`config.mk`:
```
export PLATFORM = sky130hd
export DESIGN_NAME = phase_sequencer
export DESIGN_NICKNAME = d
export VERILOG_FILES = /design/src/rtl/phase_sequencer.sv
export SDC_FILE = /design/constraint.sdc
export NUM_CORES = 1
export LEC_CHECK = 0
export CORE_MARGIN = 2
export CORE_UTILIZATION = 35
export CTS_CLUSTER_SIZE = 10
export DETAILED_ROUTE_END_ITERATION = 8
export GPL_ROUTABILITY_DRIVEN = 0
export PLACE_DENSITY = 0.6
export SETUP_SLACK_MARGIN = 0.3
export SLEW_MARGIN = 40
export SYNTH_ARGS = -nofsm -noshare
export SYNTH_HDL_FRONTEND = slang
export SYNTH_SLANG_ARGS = --single-unit
export TNS_END_PERCENT = 50
```
`constraint.sdc`:
```
create_clock -name clk -period 2.65 [get_ports clk]
set_input_delay 0.3975 -clock clk [delete_from_list [all_inputs] [get_ports clk]]
set_output_delay 0.3975 -clock clk [all_outputs]
set_load 0.05 [all_outputs]
```
`src/rtl/phase_sequencer.sv`:
```
// Master phase controller for the train route. It steps a 4-bit phase selector
// that drives the sensor synchronizer, and advances only after that block's
// advance condition has been debounced. It also produces the station dwell
// timer, decodes the traction and track commands from the phase, and latches a
// watchdog fault when the advance condition never arrives.
//
// state   | meaning
// --------+-----------------------------------------------------------------
// IDLE    | route stopped, waiting for enable
// ARM     | one settling cycle after a phase change; clears counters and timer
// WAIT    | debounce cond, run dwell and watchdog counters (frozen while !enable)
// ADVANCE | one cycle: step selector, count a lap on the 15 -> 0 wrap
// FAULT   | watchdog expired; selector held until clear
module phase_sequencer #(
  parameter int HOLD_CYCLES     = 4,
  parameter int DWELL_CYCLES    = 1000,
  parameter int WATCHDOG_CYCLES = 100000,
  parameter int CNT_W           = 20
) (
  input  logic       clk,
  input  logic       rst_n,
  input  logic       enable,
  input  logic       clear,
  input  logic       cond,
  output logic [3:0] selector,
  output logic       timer,
  output logic       motor_en,
  output logic       direction,
  output logic       switch_a,
  output logic       switch_b,
  output logic       fault,
  output logic [7:0] lap_count
);

  localparam int HOLD_W = $clog2(HOLD_CYCLES + 1);
  localparam logic [HOLD_W-1:0] HOLD_TC  = HOLD_W'(HOLD_CYCLES);
  localparam logic [CNT_W-1:0]  DWELL_TC = CNT_W'(DWELL_CYCLES);
  localparam logic [CNT_W-1:0]  WDOG_TC  = CNT_W'(WATCHDOG_CYCLES);

  typedef enum logic [2:0] {IDLE, ARM, WAIT, ADVANCE, FAULT} phaseState;

  phaseState         state;
  logic [HOLD_W-1:0] holdCnt;
  logic [HOLD_W-1:0] holdInc;
  logic [CNT_W-1:0]  dwellCnt;
  logic [CNT_W-1:0]  wdCnt;
  logic [CNT_W-1:0]  wdInc;
  logic              stationPhase;

  // Next-count values used for the terminal compares, so a terminal count
  // acts on the same cycle the counter reaches it.
  assign holdInc = holdCnt + 1'b1;
  assign wdInc   = wdCnt + 1'b1;

  // Phases 2-5 are station stops: dwell counts and traction is off.
  assign stationPhase = (selector >= 4'd2) && (selector <= 4'd5);

  // Track commands are pure decodes of the registered selector.
  assign direction = selector[3];
  assign switch_a  = (selector >= 4'd6) && (selector <= 4'd9);
  assign switch_b  = (selector[3:1] == 3'b101);

  // Sequencer FSM with its counters and registered outputs.
  always_ff @(posedge clk) begin
    if (!rst_n) begin
      state     <= IDLE;
      selector  <= '0;
      timer     <= 1'b0;
      motor_en  <= 1'b0;
      fault     <= 1'b0;
      lap_count <= '0;
      holdCnt   <= '0;
      dwellCnt  <= '0;
      wdCnt     <= '0;
    end else begin
      // Dwell terminal is registered one cycle late; ARM below overrides it.
      if (dwellCnt == DWELL_TC) timer <= 1'b1;

      case (state)
        IDLE: begin
          motor_en <= 1'b0;
          if (enable) state <= ARM;
        end

        ARM: begin
          holdCnt  <= '0;
          dwellCnt <= '0;
          wdCnt    <= '0;
          timer    <= 1'b0;
          motor_en <= enable && !stationPhase;
          state    <= WAIT;
        end

        WAIT: begin
          if (enable) begin
            if (stationPhase && (dwellCnt != DWELL_TC)) dwellCnt <= dwellCnt + 1'b1;
            holdCnt <= cond ? holdInc : '0;
            wdCnt   <= wdInc;
            // Debounced advance takes priority over a simultaneous watchdog expiry.
            if (cond && (holdInc == HOLD_TC)) begin
              state    <= ADVANCE;
              motor_en <= 1'b0;
            end else if (wdInc == WDOG_TC) begin
              state    <= FAULT;
              fault    <= 1'b1;
              motor_en <= 1'b0;
            end else begin
              motor_en <= !stationPhase;
            end
          end else begin
            motor_en <= 1'b0;
          end
        end

        ADVANCE: begin
          selector <= selector + 1'b1;
          if (selector == 4'hF) lap_count <= lap_count + 1'b1;
          motor_en <= 1'b0;
          state    <= ARM;
        end

        FAULT: begin
          motor_en <= 1'b0;
          // Selector is kept so a restart resumes the faulted phase.
          if (clear) begin
            fault <= 1'b0;
            state <= IDLE;
          end
        end

        default: state <= IDLE;
      endcase
    end
  end

endmodule
```
# After elaboration in Yosys (flattened, before gate mapping)
# Cells that the tools add are included.
dict set report word_totals {
  regBits 61
  inputBits 5
  out_inout_bits 18
  wordCells 76
}
dict set report classes {
  addsub 5
  order_cmp 4
  eq_ne 17
  mux 23
  bitwise_logic 1
  n_reduce_logical 17
}
# cell count
set ops {}
lappend ops {{20-bit case mux with 2 select lines} 2}
lappend ops {{20-bit 2-to-1 mux} 3}
lappend ops {{20-bit by 1-bit adder with 20-bit output (second input constant)} 2}
lappend ops {{3-bit 2-to-1 mux} 7}
lappend ops {{20-bit by 10-bit equality test with 1-bit output (second input constant)} 1}
lappend ops {{20-bit by 17-bit equality test with 1-bit output (second input constant)} 1}
lappend ops {{20-bit by 10-bit != test with 1-bit output (second input constant)} 1}
lappend ops {{3-bit case mux with 5 select lines} 1}
lappend ops {{2-bit != test (second input constant)} 6}
lappend ops {{3-bit equality test (second input constant)} 3}
lappend ops {{8-bit by 1-bit adder with 8-bit output (second input constant)} 1}
lappend ops {{1-bit 2-to-1 mux} 7}
lappend ops {{3-bit by 2-bit equality test with 1-bit output (second input constant)} 2}
lappend ops {{3-bit case mux with 2 select lines} 1}
lappend ops {{1-bit logical AND} 5}
lappend ops {{5-bit AND reduction} 1}
lappend ops {{4-bit by 1-bit adder with 4-bit output (second input constant)} 1}
lappend ops {{4-bit equality test (second input constant)} 1}
lappend ops {{4-bit by 2-bit greater-or-equal comparator with 1-bit output (second input constant)} 1}
lappend ops {{4-bit by 3-bit greater-or-equal comparator with 1-bit output (second input constant)} 1}
lappend ops {{4-bit by 3-bit <= comparator with 1-bit output (second input constant)} 1}
lappend ops {{4-bit <= comparator (second input constant)} 1}
lappend ops {{2-bit AND reduction} 2}
lappend ops {{4-bit AND reduction} 1}
lappend ops {{other kinds (13)} 14}

# Longest topological paths before layout
# Gate-level depths: netlist (run 1).
dict set report logic_depth {
  ltp_word 7
  mapped_depth 9
  ltp_nobuf 8
}

# Worst setup path before layout (run 1)
# Ideal clock, no wire load.
dict set report synth_path {
  kind {reg2out}
  start {reg selector[0]}
  end {out switch_a}
  t_arrival_ns 2.160
  required_time_ns 2.253
  slack_ns 0.092
  stages_incl_launch_ff 4
  n_path_buf 0
  cell_sequence {dfxtp_1 -> ha_1 -> o21ai_0 -> o21ai_0}
}
dict set report synth_between {
  elab_chain_cells 2
  elab_cells_between_ends 3
  cone_classes {order compare (2); reduce/logical (1)}
}
# element line_no
set synth_lines {}
lappend synth_lines {{from (decl)} 25} ;# output logic [3:0] selector,
lappend synth_lines {{from (signal assigned)} 116} ;# selector <= selector + 1'b1;
lappend synth_lines {{4-bit by 3-bit greater-or-equal comparator with 1-bit output or 4-bit <= comparator (tied branches)} 60} ;# assign switch_a = (selector >= 4'd6) && (selector <= 4'd9);
lappend synth_lines {{1-bit logical AND (*)} 60}
lappend synth_lines {{to (decl)} 29} ;# output logic switch_a,
# Mark *: on every way between the ends. The rest lies on a longest branch, timed or not.

# Worst setup path after layout (run 1)
dict set report layout_path {
  start {reg state[0]}
  end {reg dwellCnt[13]}
}
dict set report layout_between {
  elab_chain_cells 3
  elab_cells_between_ends 7
  cone_classes {eq/ne (4); mux (1); reduce/logical (2)}
}
# element line_no
set layout_lines {}
lappend layout_lines {{from (decl)} 42} ;# phaseState state;
lappend layout_lines {{from (signal assigned)} 66} ;# state <= IDLE;
lappend layout_lines {{from (signal assigned)} 82} ;# if (enable) state <= ARM;
lappend layout_lines {{from (signal assigned)} 91} ;# state <= WAIT;
lappend layout_lines {{3-bit by 2-bit equality test with 1-bit output or 3-bit by 1-bit equality test with 1-bit output (tied branches)} 79} ;# case (state)
lappend layout_lines {{2-bit != test (no line) or 2-bit nonzero test (tied branches)} -}
lappend layout_lines {{3-bit AND reduction (no line)} -}
lappend layout_lines {{to (signal assigned)} 96} ;# if (stationPhase && (dwellCnt != DWELL_TC)) dwellCnt <= dwellCnt + 1'b1;
lappend layout_lines {{to (decl)} 45} ;# logic [CNT_W-1:0] dwellCnt;
# Parallel ways exist; a longest one is shown, timed or not.
# A chain may end at the register's enable or synchronous reset.

==> results.md, run 1 <==
- Maximum net fanout on the critical path: 9
- Summed area of non-filler cells in the final layout: 4160 µm²
- Max-cap violations: 0
- Final core occ: 43.2%
- Htree depth: 3
- Number of global-route vias before repair: 3,001
- Crit Path Class: flip-flop to flip-flop
- Antenna diode instance count: 0
- Launching instance or port of the critical path: state[0]$_SDFFE_PN0P_
- Wire length of the first global-routing pass: 14,200 µm
- Transition time of the tightest slew-check pin: 555 ps
- Post-detailed-placement half-perimeter wirelength: 6040 µm
- Drt total wl: 8620 µm
- Clock skew after layout: 9.28 ps
- Final routed DRC violation total: 0
- Total power per unit cell area: 498 nW/µm²
- Initial core utilization: 35.5%
- Critical path endpoint category: flip-flop
- Total area of multi-input combinational cells: 2080 µm²
- Unique masters post-synth: 53
- Length in cells of the worst reg-to-reg path: 6
- Final layout net count: 487
- Synthesized area per cell: 7.72 µm²
- Via Count: 3,251
- Setup total negative slack: 0 ps
- Cell types occupying the most area after synthesis: dfxtp_1, nor2_1, a21oi_1
- Root Buffer Master: clkbuf_8
- Grt total ovfl: 0
- Buffers from clock root to sink, at most: 2
- Most common flop cell mapped by yosys: dfxtp_1
- Share of the cycle needed by the critical path after routing: 88.4%
- Clock-pin slew on the worst setup and hold paths: 70 ps
- Crit Reg-Reg Startpoint: state[0]$_SDFFE_PN0P_
- Final period demand of the worst path: 2340 ps
- Worst EP arrival: 2620 ps
- Cell Rows: 36
- Synthesis Warnings: 0
- Placement-stage worst setup slack: 192 ps
- Crit-path cells: or3b_4 -> a2111oi_4 -> o21ai_4 -> a21o_4 -> or4_1 -> a21oi_1
- Post-Syn Nets: 458
- Clock latency on the worst-skew pair: 350 ps
- Core area: 9640 µm²
- Lkg Pwr: 1.43 nW
- Post-synthesis to final-layout area growth: 21.6%
- Combined flip-flop and latch cell area: 1230 µm²
- Startpoint of the worst hold path: dwellCnt[19]$_SDFFE_PN0P_
- Run status: complete, no violations
- Worst Path Required: 2930 ps
- Final Hold Violating Endpoints: 0
- Antenna Violating Nets Remaining: 0
- Type of the worst min-delay path: flip-flop to flip-flop
- Global routing usage summed across all routing layers: 17.2%
- Per-cell routed wire length: 14.1 µm
- Floorplan die area: 10,600 µm²
- Worst slew margin relative to its limit: 62.7%
- Post-Place Cell Area: 3880 µm²
- Total clock sinks: 61
- Count of input and output buffers: 22
- Leading area contributor after synthesis: dfxtp_1
- Commonest non-fill, non-tap cell in the layout: nor2_1
- Drt initial violations: 89
- Num CTS Buffers: 9
- Cell depth of the worst hold path: 2
- CTS tree: yes
- Number of enable-type register cells in the synthesized netlist: 0
- Netlist area before placement: 3420 µm²
- Combinational family with the most area after synthesis: simple AND/OR/NAND/NOR gates
- Achievable clock frequency: 0.427 GHz
- Antenna violations before repair: 0
- Count of boundary I/O pins: 23
- Async set-reset flop share out of synthesis: 0%
- Yosys top cell area share: 35.7%
- Number of vias per cell: 5.33
- Minimum setup slack in the final design: 308 ps
- Share of synthesized cell area in full adder, half adder and majority cells: 3.66%
- Portion of the post-synthesis area used by sequential elements: 35.7%
- Final Max Tran Viols: 0
- Setup repair after global routing missed its margin: yes
- Delay of the slowest cell on the worst path: 490 ps
- Vert. Die Dim: 103 µm
- Slowest CP cell: or4_1
- Commonest cells after routing, fill and taps aside: nor2_1, dfxtp_1, nand2_1
- Portion of netlist area occupied by mux cells: 1.21%
- Share of post-route cells with drive strength above 1: 13.8%
- Largest net degree at the start of global routing: 27
- Crit start category: flip-flop
- Post-synthesis compound-gate area fraction: 19.5%
- Worst IR Drop VDD: 0.000198 V
- Xor and xnor area share after synthesis: 4.86%
- Number of flip-flops and latches in the synthesized netlist: 61
- Setup-failing EPs final: 0
- Area fraction in and, or, nand and nor cells after synthesis: 30.2%
- Die Wd: 103 µm
- Router iterations before antenna repair: 4
- Number of fill cells in the layout: 1,029
- Synthesized instance count: 443
[path summary, 6_finish.rpt]
| check | end | slack [ps] |
|---|---|---|
| worst max-delay path | dwellCnt[13]$_SDFFE_PN0P_ | 310 |
| worst min-delay path | dwellCnt[19]$_SDFFE_PN0P_ | 470 |
| worst max register to register | dwellCnt[13]$_SDFFE_PN0P_ | 310 |
| worst min register to register | dwellCnt[19]$_SDFFE_PN0P_ | 470 |
[sequential cells by signal, summed over array words and instances (netlist names)]
name,count
fault,1
lap_count,8
selector,4
state,3
motor_en,1
wdCnt,20
dwellCnt,20
holdCnt,3
timer,1
[where the power goes]
part,switching [mW],internal [mW],total [mW]
clock,0.390,0.530,0.919
sequential,0.0117,0.926,0.937
combinational,0.144,0.0713,0.215
total,0.545,1.53,2.07
[synthesized netlist by cell type, types with 2 or more instances]
cell and number:
o21ai_0 20, nor4_1 9, a31oi_1 6, and3_1 7, dfxtp_1 61, a211oi_1 8, mux2i_1 3, and2_1 5
buf_4 2, a311oi_1 8, nor4b_1 2, nand2b_1 6, nor3b_1 2, and4_1 7, o31ai_1 2, inv_1 12
nand3_1 24, or4_1 2, ha_1 10, nor4bb_1 2, nor3_1 7, nand2_1 45, a21oi_1 38, xnor2_1 10
xor2_1 9, nor2_1 56, o21a_1 2, nand4_1 16, a21o_1 4, a31o_2 4, buf_2 2, clkbuf_1 25
or3_1 7
[area by class of cell]
class / instances / share of cell area (%)
multi-input cells: 340 / 50.1
flip-flops and latches: 61 / 29.6
repair buffers: 48 / 10.1
well taps: 133 / 4.00
clock buffers: 10 / 3.07
clock inverters: 6 / 2.10
inverters: 12 / 1.08
[through the flow]
step / cells / power, mW / hold WS (ps)
floorplan: 443 / 1.10 / 436
global placement: 593 / 1.17 / 443
detailed placement: 593 / 1.17 / 459
CTS: 609 / 2.10 / 470
global route: 610 / 2.16 / 491
finish: 610 / 2.07 / 466
[worst max-delay path: cells and delay by family (launching register included)]
family	cells	cell delay, ps
simple gates	2	920
flops	1	390
compound gates	4	940
[metal layers]
layer | global-route usage, % | vias to the layer above | wire length, µm
li1 | - | 1655 | -
met1 | 22.8 | 1510 | 4130
met2 | 26.3 | 68 | 3940
met3 | 3.59 | 18 | 341
met4 | 8.91 | 0 | 204
met5 | 0 | - | 0
[timing repair]
item                       CTS  global route
setup endpoints to repair    7            20
resized for setup            2            15
setup buffers                0             1
hold buffers                 0             0
pin swaps                    0             2
[cell families after synthesis]
kind of cell	Yosys count
compound gates	103
xor+xnor	19
fa+ha+maj	10
buf+inv	42
flops	61
mux	4
simple gates	204
(Power assumes the default switching activity.)
==> run 2: changes to the inputs <==
Settings changed: ABC_AREA set to 1, SKIP_LAST_GASP set to 1.
==> results.md, run 2 <==
- Worst Path Required: 2250 ps (-680 ps)
- Post-Place Cell Area: 3990 µm² (+3.0%)
- Portion of netlist area occupied by mux cells: 0% (-1.2 points)
- Clock latency on the worst-skew pair: 340 ps (about the same)
- Floorplan die area: 11,200 µm² (+6.2%)
- Global routing usage on met3: 3.62% (+0.024 points)
- Global routing usage summed across all routing layers: 16.0% (-1.2 points)
- Met2 track demand over resource: 26.7% (+0.41 points)
- Clock skew after layout: 7.56 ps (-1.71 ps)
- Drt total wl: 8430 µm (-2.2%)
- Commonest cells post-synth: nand2_1, nor2_1, dfxtp_1, a21oi_1, inv_1
- Per-cell routed wire length: 11.9 µm (-16%)
- CTS tree: yes
- Count of input and output buffers: 22 (unchanged)
- Count of boundary I/O pins: 23 (unchanged)
- Synthesis Warnings: 0 (unchanged)
- Critical path endpoint category: output pin
- Post-synthesis compound-gate area fraction: 12.2% (-7.3 points)
- Achievable clock frequency: 0.455 GHz (+6.6%)
- Cell Rows: 37 (+2.8%)
- Total clock sinks: 61 (unchanged)
- Summed area of non-filler cells in the final layout: 4150 µm² (-0.21%)
- Core area: 10,200 µm² (+6.1%)
- Registers with the most flip-flops: dwellCnt (20), wdCnt (20), lap_count (8)
- Crit-path cells: inv_1 -> ha_1 -> o21ai_0 -> a21boi_1 -> dlygate4sd2_1
- Final period demand of the worst path: 2200 ps (-144 ps)
- Yosys top cell area share: 33.5% (-2.2 points)
- Max-cap violations: 0 (unchanged)
- Antenna diode instance count: 0 (unchanged)
- Maximum net fanout on the critical path: 5 (-4)
- Crit start category: flip-flop
- Library cell with the highest instance count after synthesis: nand2_1
- Number of vias per cell: 4.88 (-8.4%)
- Final routed DRC violation total: 0 (unchanged)
- Total power per unit cell area: 568 nW/µm² (+14%)
- Synthesized instance count: 547 (+23%)
- Share of synthesized cell area in full adder, half adder and majority cells: 3.44% (-0.22 points)
- Crit Path Class: flip-flop to output pin
- Delay of the slowest cell on the worst path: 540 ps (+50 ps)
- Root Buffer Master: clkbuf_8
- Number of global-route vias before repair: 3,190 (+6.3%)
- Antenna Violating Nets Remaining: 0 (unchanged)
- Drt initial violations: 233 (+160%)
- Commonest non-fill, non-tap cell in the layout: nand2_1
- Critical path buffers and inverters: 2 (+2)
- Top Family by Delay on Critical Path: buffers and inverters
- Commonest cells after routing, fill and taps aside: nand2_1, nor2_1, dfxtp_1
- Netlist area before placement: 3640 µm² (+6.4%)
- Cell types occupying the most area after synthesis: dfxtp_1, nand2_1, a21oi_1
- Clock-pin slew on the worst setup and hold paths: 60 ps (about the same)
- Run status: complete, no violations
- Portion of the post-synthesis area used by sequential elements: 33.5% (-2.2 points)
- Grt peak-use layer: met2
- Number of flip-flops and latches in the synthesized netlist: 61 (unchanged)
- Setup total negative slack: 0 ps (unchanged)
- Share of the cycle needed by the critical path after routing: 82.9% (-5.5 points)
- Synthesized area per cell: 6.66 µm² (-14%)
- Global Route met1 Usage: 19.6% (-3.1 points)
- Wire length of the first global-routing pass: 14,600 µm (+2.2%)
- Worst EP arrival: 1800 ps (-820 ps)
- Share of post-route cells with drive strength above 1: 8.89% (-5.0 points)
- Grt total ovfl: 0 (unchanged)
- Largest net degree at the start of global routing: 34 (+26%)
- Die Wd: 106 µm (+3.0%)
- Setup-failing EPs final: 0 (unchanged)
- Xor and xnor area share after synthesis: 4.81% (-0.054 points)
- Post-synthesis to final-layout area growth: 14.0%
- Area fraction in and, or, nand and nor cells after synthesis: 38.1% (+7.9 points)
- Final layout net count: 585 (+20%)
- Initial core utilization: 35.6% (+0.099 points)
- Combinational family with the most area after synthesis: simple AND/OR/NAND/NOR gates
- Num CTS Buffers: 9 (unchanged)
- Unique masters post-synth: 36 (-32%)
- Slowest CP cell: dlygate4sd2_1
- Htree depth: 3 (unchanged)
- Async set-reset flop share out of synthesis: 0% (unchanged)
- Lkg Pwr: 1.42 nW (-0.59%)
- Most common flop cell mapped by yosys: dfxtp_1
- Setup repair bufs after CTS: 0 (unchanged)
- Final Hold Violating Endpoints: 0 (unchanged)
- Antenna violations before repair: 0 (unchanged)
- Type of the worst min-delay path: flip-flop to flip-flop
- Transition time of the tightest slew-check pin: 613 ps (+58.2 ps)
- Post-detailed-placement half-perimeter wirelength: 6250 µm (+3.4%)
- Leading area contributor after synthesis: dfxtp_1
- Worst IR Drop VDD: 0.000361 V (+83%)
- Vert. Die Dim: 106 µm (+3.0%)
- Router iterations before antenna repair: 5 (+1)
- Buffers from clock root to sink, at most: 2 (unchanged)
- Number of enable-type register cells in the synthesized netlist: 0 (unchanged)
- Setup repair after global routing missed its margin: no
- Post-Syn Nets: 562 (+23%)
- Worst slew margin relative to its limit: 59.1% (-3.6 points)
- Overall power of the completed layout: 2.36 mW (+14%)
- Via Count: 3,465 (+6.6%)
- Final Max Tran Viols: 0 (unchanged)
-- run 2: cell count changes after synthesis, moves of 6 or more --
| cell | before | now |
|---|---|---|
| nand2_1 | 45 | 146 |
| or3_1 | 7 | 0 |
| clkbuf_1 | 25 | 6 |
| and3_1 | 7 | 1 |
| nor3_1 | 7 | 13 |
| nor3_2 | 0 | 7 |
| and4_1 | 7 | 0 |
| nor2_1 | 56 | 63 |
| nand2b_1 | 6 | 0 |
| nand2_2 | 0 | 6 |
| inv_1 | 12 | 50 |
| a311oi_1 | 8 | 0 |
| a21oi_1 | 38 | 55 |
-- run 2: routing by layer --
| layer | part of all wire, % | vias to the layer above | routed length, µm |
|---|---|---|---|
| met5 | 0 | - | 0 |
| met4 | 1.6 | 0 | 133 |
| met3 | 3.6 | 9 | 300 |
| met2 | 48 | 60 | 4060 |
| met1 | 47 | 1569 | 3940 |
| li1 | - | 1827 | - |
-- run 2: area by class of cell --
type / instances / area, µm²
well taps: 136 / 170
clock buffers: 13 / 149
flip-flops and latches: 61 / 1220
fillers: 1085 / 6080
multi-input cells: 416 / 2140
inverters: 55 / 206
clock inverters: 2 / 10.0
repair buffers: 27 / 259
-- run 2: tightest hold or removal path: cells and delay by family (launching register included) --
| kind | cells | cell delay [ps] |
|---|---|---|
| DFF | 1 | 310 |
| AOI/OAI and AO/OA | 1 | 60 |
| buffers and inverters | 1 | 50 |
-- run 2: logic make-up after synthesis --
group                      count (synthesis)
buffers and inverters                     70
DFF                                       61
AOI/OAI and AO/OA                         83
xor gates and xnor gates                  20
adders and majority gates                 10
and+or+nand+nor                          303
-- run 2: through the flow --
step / utilization [%] / hold WS (ps) / setup WS (ps) / cells
detailed placement: 39.0 / 448 / 523 / 695
CTS: 40.6 / 469 / 343 / 710
finish: 40.6 / 464 / 453 / 710
global placement: 39.0 / 443 / 318 / 695
global route: 40.6 / 497 / 310 / 710
floorplan: - / 443 / 320 / 547
-- run 2: path summary, 6_finish.rpt --
path / start / depth (start not counted) / end / slack [ps]
setup reg to reg: wdCnt[1]$_SDFFE_PN0P_ / 14 / state[1]$_SDFFE_PN0P_ / 570
setup / recovery: selector[1]$_SDFFE_PN0P_ / 5 / switch_a / 450
hold / removal: fault$_SDFFE_PN0P_ / 2 / fault$_SDFFE_PN0P_ / 460
hold reg to reg: fault$_SDFFE_PN0P_ / 2 / fault$_SDFFE_PN0P_ / 460
-- run 2: timing repair --
item | in CTS | in global routing
hold buffers | 0 | 0
endpoints found under the setup margin | 1 | 1
resized for setup | 1 | 1
pin swaps | 0 | 0
-- run 2: report_power, final --
part           internal (mW)  switching [mW]  leakage [nW]  total, mW
clock network          0.357           0.346        0.0833      0.703
logic                  0.176           0.451         0.845      0.627
registers              0.978          0.0505         0.492       1.03
total                   1.51           0.847          1.42       2.36
